**src/rtl/iir_pkg.sv**
```systemverilog
// Types and sizing shared by the IIR chain: my_iir, data_maker, data_sink and the output buffer.
package iir_pkg;

    localparam int NB        = 12;
    localparam int OUT_DEPTH = 8;

    typedef logic [NB-1:0] sample_t;

endpackage

```
**src/rtl/sync_fifo_fwft.sv**
```systemverilog
// First-word-fall-through FIFO: storage, wrapping pointers and an explicit occupancy counter.
// The head word is visible combinationally from the registered read pointer.
module sync_fifo_fwft #(
    parameter int W     = 12,
    parameter int DEPTH = 8,
    parameter int AW    = $clog2(DEPTH)
) (
    input  logic          clk_i,
    input  logic          rst_n_i,
    input  logic          clr_i,
    input  logic          push_i,
    input  logic          pop_i,
    input  logic [W-1:0]  din_i,
    output logic [W-1:0]  dout_o,
    output logic          vout_o,
    output logic [AW:0]   level_o,
    output logic          full_o
);

    localparam logic [AW:0] LEVEL_FULL = (AW+1)'(DEPTH);

    logic [W-1:0]  mem_q [DEPTH];
    logic [AW-1:0] wr_ptr_q, wr_ptr_d;
    logic [AW-1:0] rd_ptr_q, rd_ptr_d;
    logic [AW:0]   level_q, level_d;
    logic          push_en;
    logic          pop_en;

    assign push_en = push_i && !clr_i;
    assign pop_en  = pop_i  && !clr_i;

    always_comb begin
        wr_ptr_d = wr_ptr_q;
        rd_ptr_d = rd_ptr_q;
        level_d  = level_q;
        if (clr_i) begin
            wr_ptr_d = '0;
            rd_ptr_d = '0;
            level_d  = '0;
        end else begin
            if (push_en) wr_ptr_d = wr_ptr_q + AW'(1);
            if (pop_en)  rd_ptr_d = rd_ptr_q + AW'(1);
            case ({push_en, pop_en})
                2'b10:   level_d = level_q + (AW+1)'(1);
                2'b01:   level_d = level_q - (AW+1)'(1);
                default: level_d = level_q;
            endcase
        end
    end

    always_ff @(posedge clk_i or negedge rst_n_i) begin
        if (!rst_n_i) begin
            wr_ptr_q <= '0;
            rd_ptr_q <= '0;
            level_q  <= '0;
        end else begin
            wr_ptr_q <= wr_ptr_d;
            rd_ptr_q <= rd_ptr_d;
            level_q  <= level_d;
        end
    end

    // Storage is deliberately unreset; the empty case is masked on the output instead.
    always_ff @(posedge clk_i) begin
        if (push_en) mem_q[wr_ptr_q] <= din_i;
    end

    assign vout_o  = (level_q != '0);
    assign dout_o  = vout_o ? mem_q[rd_ptr_q] : '0;
    assign level_o = level_q;
    assign full_o  = (level_q == LEVEL_FULL);

endmodule

```
**src/rtl/iir_out_buffer.sv**
```systemverilog
// Elastic output stage behind my_iir: valid/ready handshake, overflow drop with sticky OVF,
// and a synchronous clear that takes priority over push and pop.
module iir_out_buffer #(
    parameter int NB    = iir_pkg::NB,
    parameter int DEPTH = iir_pkg::OUT_DEPTH,
    parameter int AW    = $clog2(DEPTH)
) (
    input  logic          CLK,
    input  logic          RST_n,
    input  logic [NB-1:0] DIN,
    input  logic          VIN,
    input  logic          CLR,
    input  logic          RDY,
    output logic [NB-1:0] DOUT,
    output logic          VOUT,
    output logic [AW:0]   LEVEL,
    output logic          FULL,
    output logic          OVF
);

    logic ovf_q, ovf_d;
    logic pop_w;
    logic push_w;
    logic drop_w;

    // A pop frees a slot in the same edge, so a full FIFO can still accept while draining.
    assign pop_w  = VOUT && RDY && !CLR;
    assign push_w = VIN && (!FULL || pop_w) && !CLR;
    assign drop_w = VIN && FULL && !pop_w;

    always_comb begin
        ovf_d = ovf_q;
        if (CLR)         ovf_d = 1'b0;
        else if (drop_w) ovf_d = 1'b1;
    end

    always_ff @(posedge CLK or negedge RST_n) begin
        if (!RST_n) ovf_q <= 1'b0;
        else        ovf_q <= ovf_d;
    end

    assign OVF = ovf_q;

    sync_fifo_fwft #(
        .W     (NB),
        .DEPTH (DEPTH),
        .AW    (AW)
    ) u_fifo (
        .clk_i   (CLK),
        .rst_n_i (RST_n),
        .clr_i   (CLR),
        .push_i  (push_w),
        .pop_i   (pop_w),
        .din_i   (DIN),
        .dout_o  (DOUT),
        .vout_o  (VOUT),
        .level_o (LEVEL),
        .full_o  (FULL)
    );

endmodule

```
**config.mk**
```make
export PLATFORM = sky130hd
export DESIGN_NAME = iir_out_buffer
export DESIGN_NICKNAME = d
export VERILOG_FILES = /design/src/rtl/iir_pkg.sv /design/src/rtl/sync_fifo_fwft.sv /design/src/rtl/iir_out_buffer.sv
export SDC_FILE = /design/constraint.sdc
export NUM_CORES = 1
export LEC_CHECK = 0
export ABC_AREA = 1
export CAP_MARGIN = 20
export CORE_MARGIN = 2
export CORE_UTILIZATION = 35
export CTS_CLUSTER_DIAMETER = 30
export DETAILED_ROUTE_END_ITERATION = 7
export PLACE_DENSITY_LB_ADDON = 0.15
export SETUP_SLACK_MARGIN = 0.02
export SLEW_MARGIN = 0
export SYNTH_ARGS = -nofsm -noshare
export SYNTH_HDL_FRONTEND = slang
export SYNTH_SLANG_ARGS = --single-unit
```
**constraint.sdc**
```tcl
create_clock -name CLK -period 2.7 [get_ports CLK]
set_input_delay 0.27 -clock CLK [delete_from_list [all_inputs] [get_ports CLK]]
set_output_delay 0.27 -clock CLK [all_outputs]
set_load 0.01 [all_outputs]
```
==> summary.txt <==
Outcome
  • Status: complete, no violations

Drt
  • WL per Instance: 16.3 µm
  • Routed wl met3: 383 µm
  • Iteration-0 DRC Markers: 243
  • Top Metal Used: met4
  • Antenna violation net count after detailed routing: 0
  • Routed vias: 2931
  • Drt first pass iters: 4
  • Post-DR vias/cell: 4.86
  • Wire length on met1: 4.64 mm
  • Drc violations: 0
  • Total Wirelength: 9.84 mm
  • Metal2 WL: 4.70 mm

Timing
  • Setup-failing EPs final: 0
  • Final worst-path cycle share: 0.945
  • Final worst slack: 149 ps
  • Unrepaired setup endpoints after global routing: no
  • Final Hold Viols: 0
  • Slew HR: 0.648
  • Max Slew Vio Count: 0
  • Actual slew at the worst max-slew pin: 527 ps
  • Skew final: 8.09 ps
  • Setup TNS: 0 ps
  • Fmax: 392 MHz
  • Final Critical Period: 2550 ps

Logic synthesis
  • Syn Inst Count: 379
  • Mean post-synth cell area: 11.9 µm²
  • Mapped Area: 4510 µm²
  • Net Count, Synth: 401
  • Number of synthesized flops with an enable pin: 96
  • Post-synthesis sequential area ratio: 0.700
  • Yosys Warn Count: 0
  • Seq cells post-synth: 107
  • FFs w/ async S/R, synth: 0.103
  • Ys flop type: edfxtp_1
  • Number of library cell types mapped by synthesis: 29

Floorplan
  • Die X: 118 µm
  • Initial Utilization: 0.358
  • Core Region: 12600 µm²
  • Io pins: 36
  • Die H: 118 µm
  • Std cell rows: 41
  • Die Area: 13800 µm²

Placed design
  • Worst slack at placement: 390 ps
  • Routability cong.: 0.752
  • Detail Placement HPWL: 5.94 mm
  • # port buffers: 35

Layout
  • Diodes inserted: 0
  • Layout area overhead: 20.9%
  • Commonest non-fill, non-tap cell in the layout: nor2_1
  • Commonest non-fill, non-tap cells in the layout: nor2_1, edfxtp_1, o21ai_0, clkdlybuf4s50_1, nand2_1
  • Ratio of cells with drive above 1 in the final layout: 0.121
  • Final nets: 449

Min path
  • Tightest Hold Check Type: in2async

Job
  • Max cap viols: 0

Clocking
  • Cts bufs inserted: 9
  • Setup Fix Bufs, Post-CTS: 0
  • Post-CTS Resized: 0
  • CTS Sinks: 107
  • Clock Path Buffers: 2
  • H-tree level count: 3
  • CTS tree: built
  • # hold bufs at CTS: 0
  • Root Driver: clkbuf_16
  • Clock-pin slew on the worst setup and hold paths: 70 ps
  • Clock Latency Late Sink: 340 ps

Setup path
  • Critical Path Source Type: flip-flop
  • CP required: 2430 ps
  • Most used cell, CP: o21ai_0
  • Critical Path Fanout Max: 26
  • Slowest cell delay on critical path: 540 ps
  • Endpoint class of the critical path: primary output
  • CP Data Arrival Time: 2280 ps
  • Crit Path Category: reg2out
  • CP max-delay cell: clkdlybuf4s50_1
  • Cell chain of the critical path: buf_12, o21ai_0, o21ai_0, o21ai_0, nor2_1, clkdlybuf4s50_1

GRT
  • First-pass GRT wire length: 15.2 mm
  • Antenna violations before repair: 0
  • Total grt overflow: 0
  • Vias in the first global route: 2865
  • Total GRT Usage: 0.145
  • Largest net degree at the start of global routing: 52

Power
  • Worst IR drop on VDD: 0.000364 V
  • PwrDens: 625 nW/µm²
  • Leakage: 1.94 nW
registers in the layout, indices dropped and copies added, names as in the netlist:
signal and flops:
u_fifo.mem_q 96, u_fifo.level_o 4, u_fifo.rd_ptr_q 3, u_fifo.wr_ptr_q 3, OVF 1
power breakdown:
part,switching (mW),total [mW],internal (mW)
clock,0.557,1.27,0.711
sequential,0.0154,1.84,1.83
combinational,0.175,0.297,0.121
total,0.748,3.41,2.66
cell usage after synthesis (4+ instances only):
cell type  number  area, µm²
o32ai_1        12        105
nand2_2         4       25.0
inv_2           4       15.0
o21ai_0        63        315
ha_1            4       50.1
buf_2           9       45.0
nand3_1        11       55.1
edfxtp_1       96       2880
inv_1          10       37.5
clkbuf_1        7       26.3
nand2_1        20       75.1
dfrtp_1        11        275
nor2_1        107        402
per-layer routing:
metal | vias up | global-route usage
met5 | - | 0
met4 | 0 | 0.0452
met2 | 48 | 0.235
met3 | 8 | 0.0368
li1 | 1435 | -
met1 | 1440 | 0.191
critical path: cells and delay by family (launching register included):
kind	cells	cell delay [ps]
buffers and inverters	2	760
AO/OA/AOI/OAI	3	550
flip-flops	1	490
AND/OR/NAND/NOR	1	130
stage by stage:
step	util	instance area, µm²	power [mW]	std cells	hold slack, ps
6_report	0.433	5460	3.41	603	274
3_5_place_dp	0.407	5140	2.17	587	489
5_1_grt	0.433	5460	3.55	603	302
2_1_floorplan	-	4510	2.03	379	-25.6
3_3_place_gp	0.407	5140	2.17	587	493
4_1_cts	0.430	5430	3.43	602	286
worst paths after layout:
| check | from | endpoint | slack [ps] | depth (start not counted) |
|---|---|---|---|---|
| worst max-delay path | u_fifo.rd_ptr_q[0] | DOUT[4] | 150 | 6 |
| worst min-delay path | RST_n | u_fifo.level_o[2] | 270 | 1 |
| worst max register to register | u_fifo.level_o[0] | u_fifo.level_o[3] | 650 | 10 |
| worst min register to register | OVF | OVF | 500 | 2 |
| max in group asynchronous | RST_n | u_fifo.rd_ptr_q[0] | 2050 | 1 |
| min in group CLK | OVF | OVF | 500 | 2 |
cells by family after synthesis:
group                    after synthesis  share of synthesized area
AND/OR/NAND/NOR                      151                      0.146
flip-flops                           107                      0.700
AO/OA/AOI/OAI                         82                      0.103
buffers and inverters                 33                     0.0341
adder cells (fa/ha/maj)                5                     0.0155
XOR/XNOR                               1                    0.00194
area by class of cell:
class / instances / area [µm²]
inverter: 14 / 60.1
clock inverter: 5 / 55.1
timing repair buffer: 56 / 538
sequential: 107 / 3160
tap: 172 / 215
clock buffer: 10 / 229
multi-input combinational: 239 / 1200
fill: 1232 / 7160
Note: power is estimated with default switching activity, not from simulation.
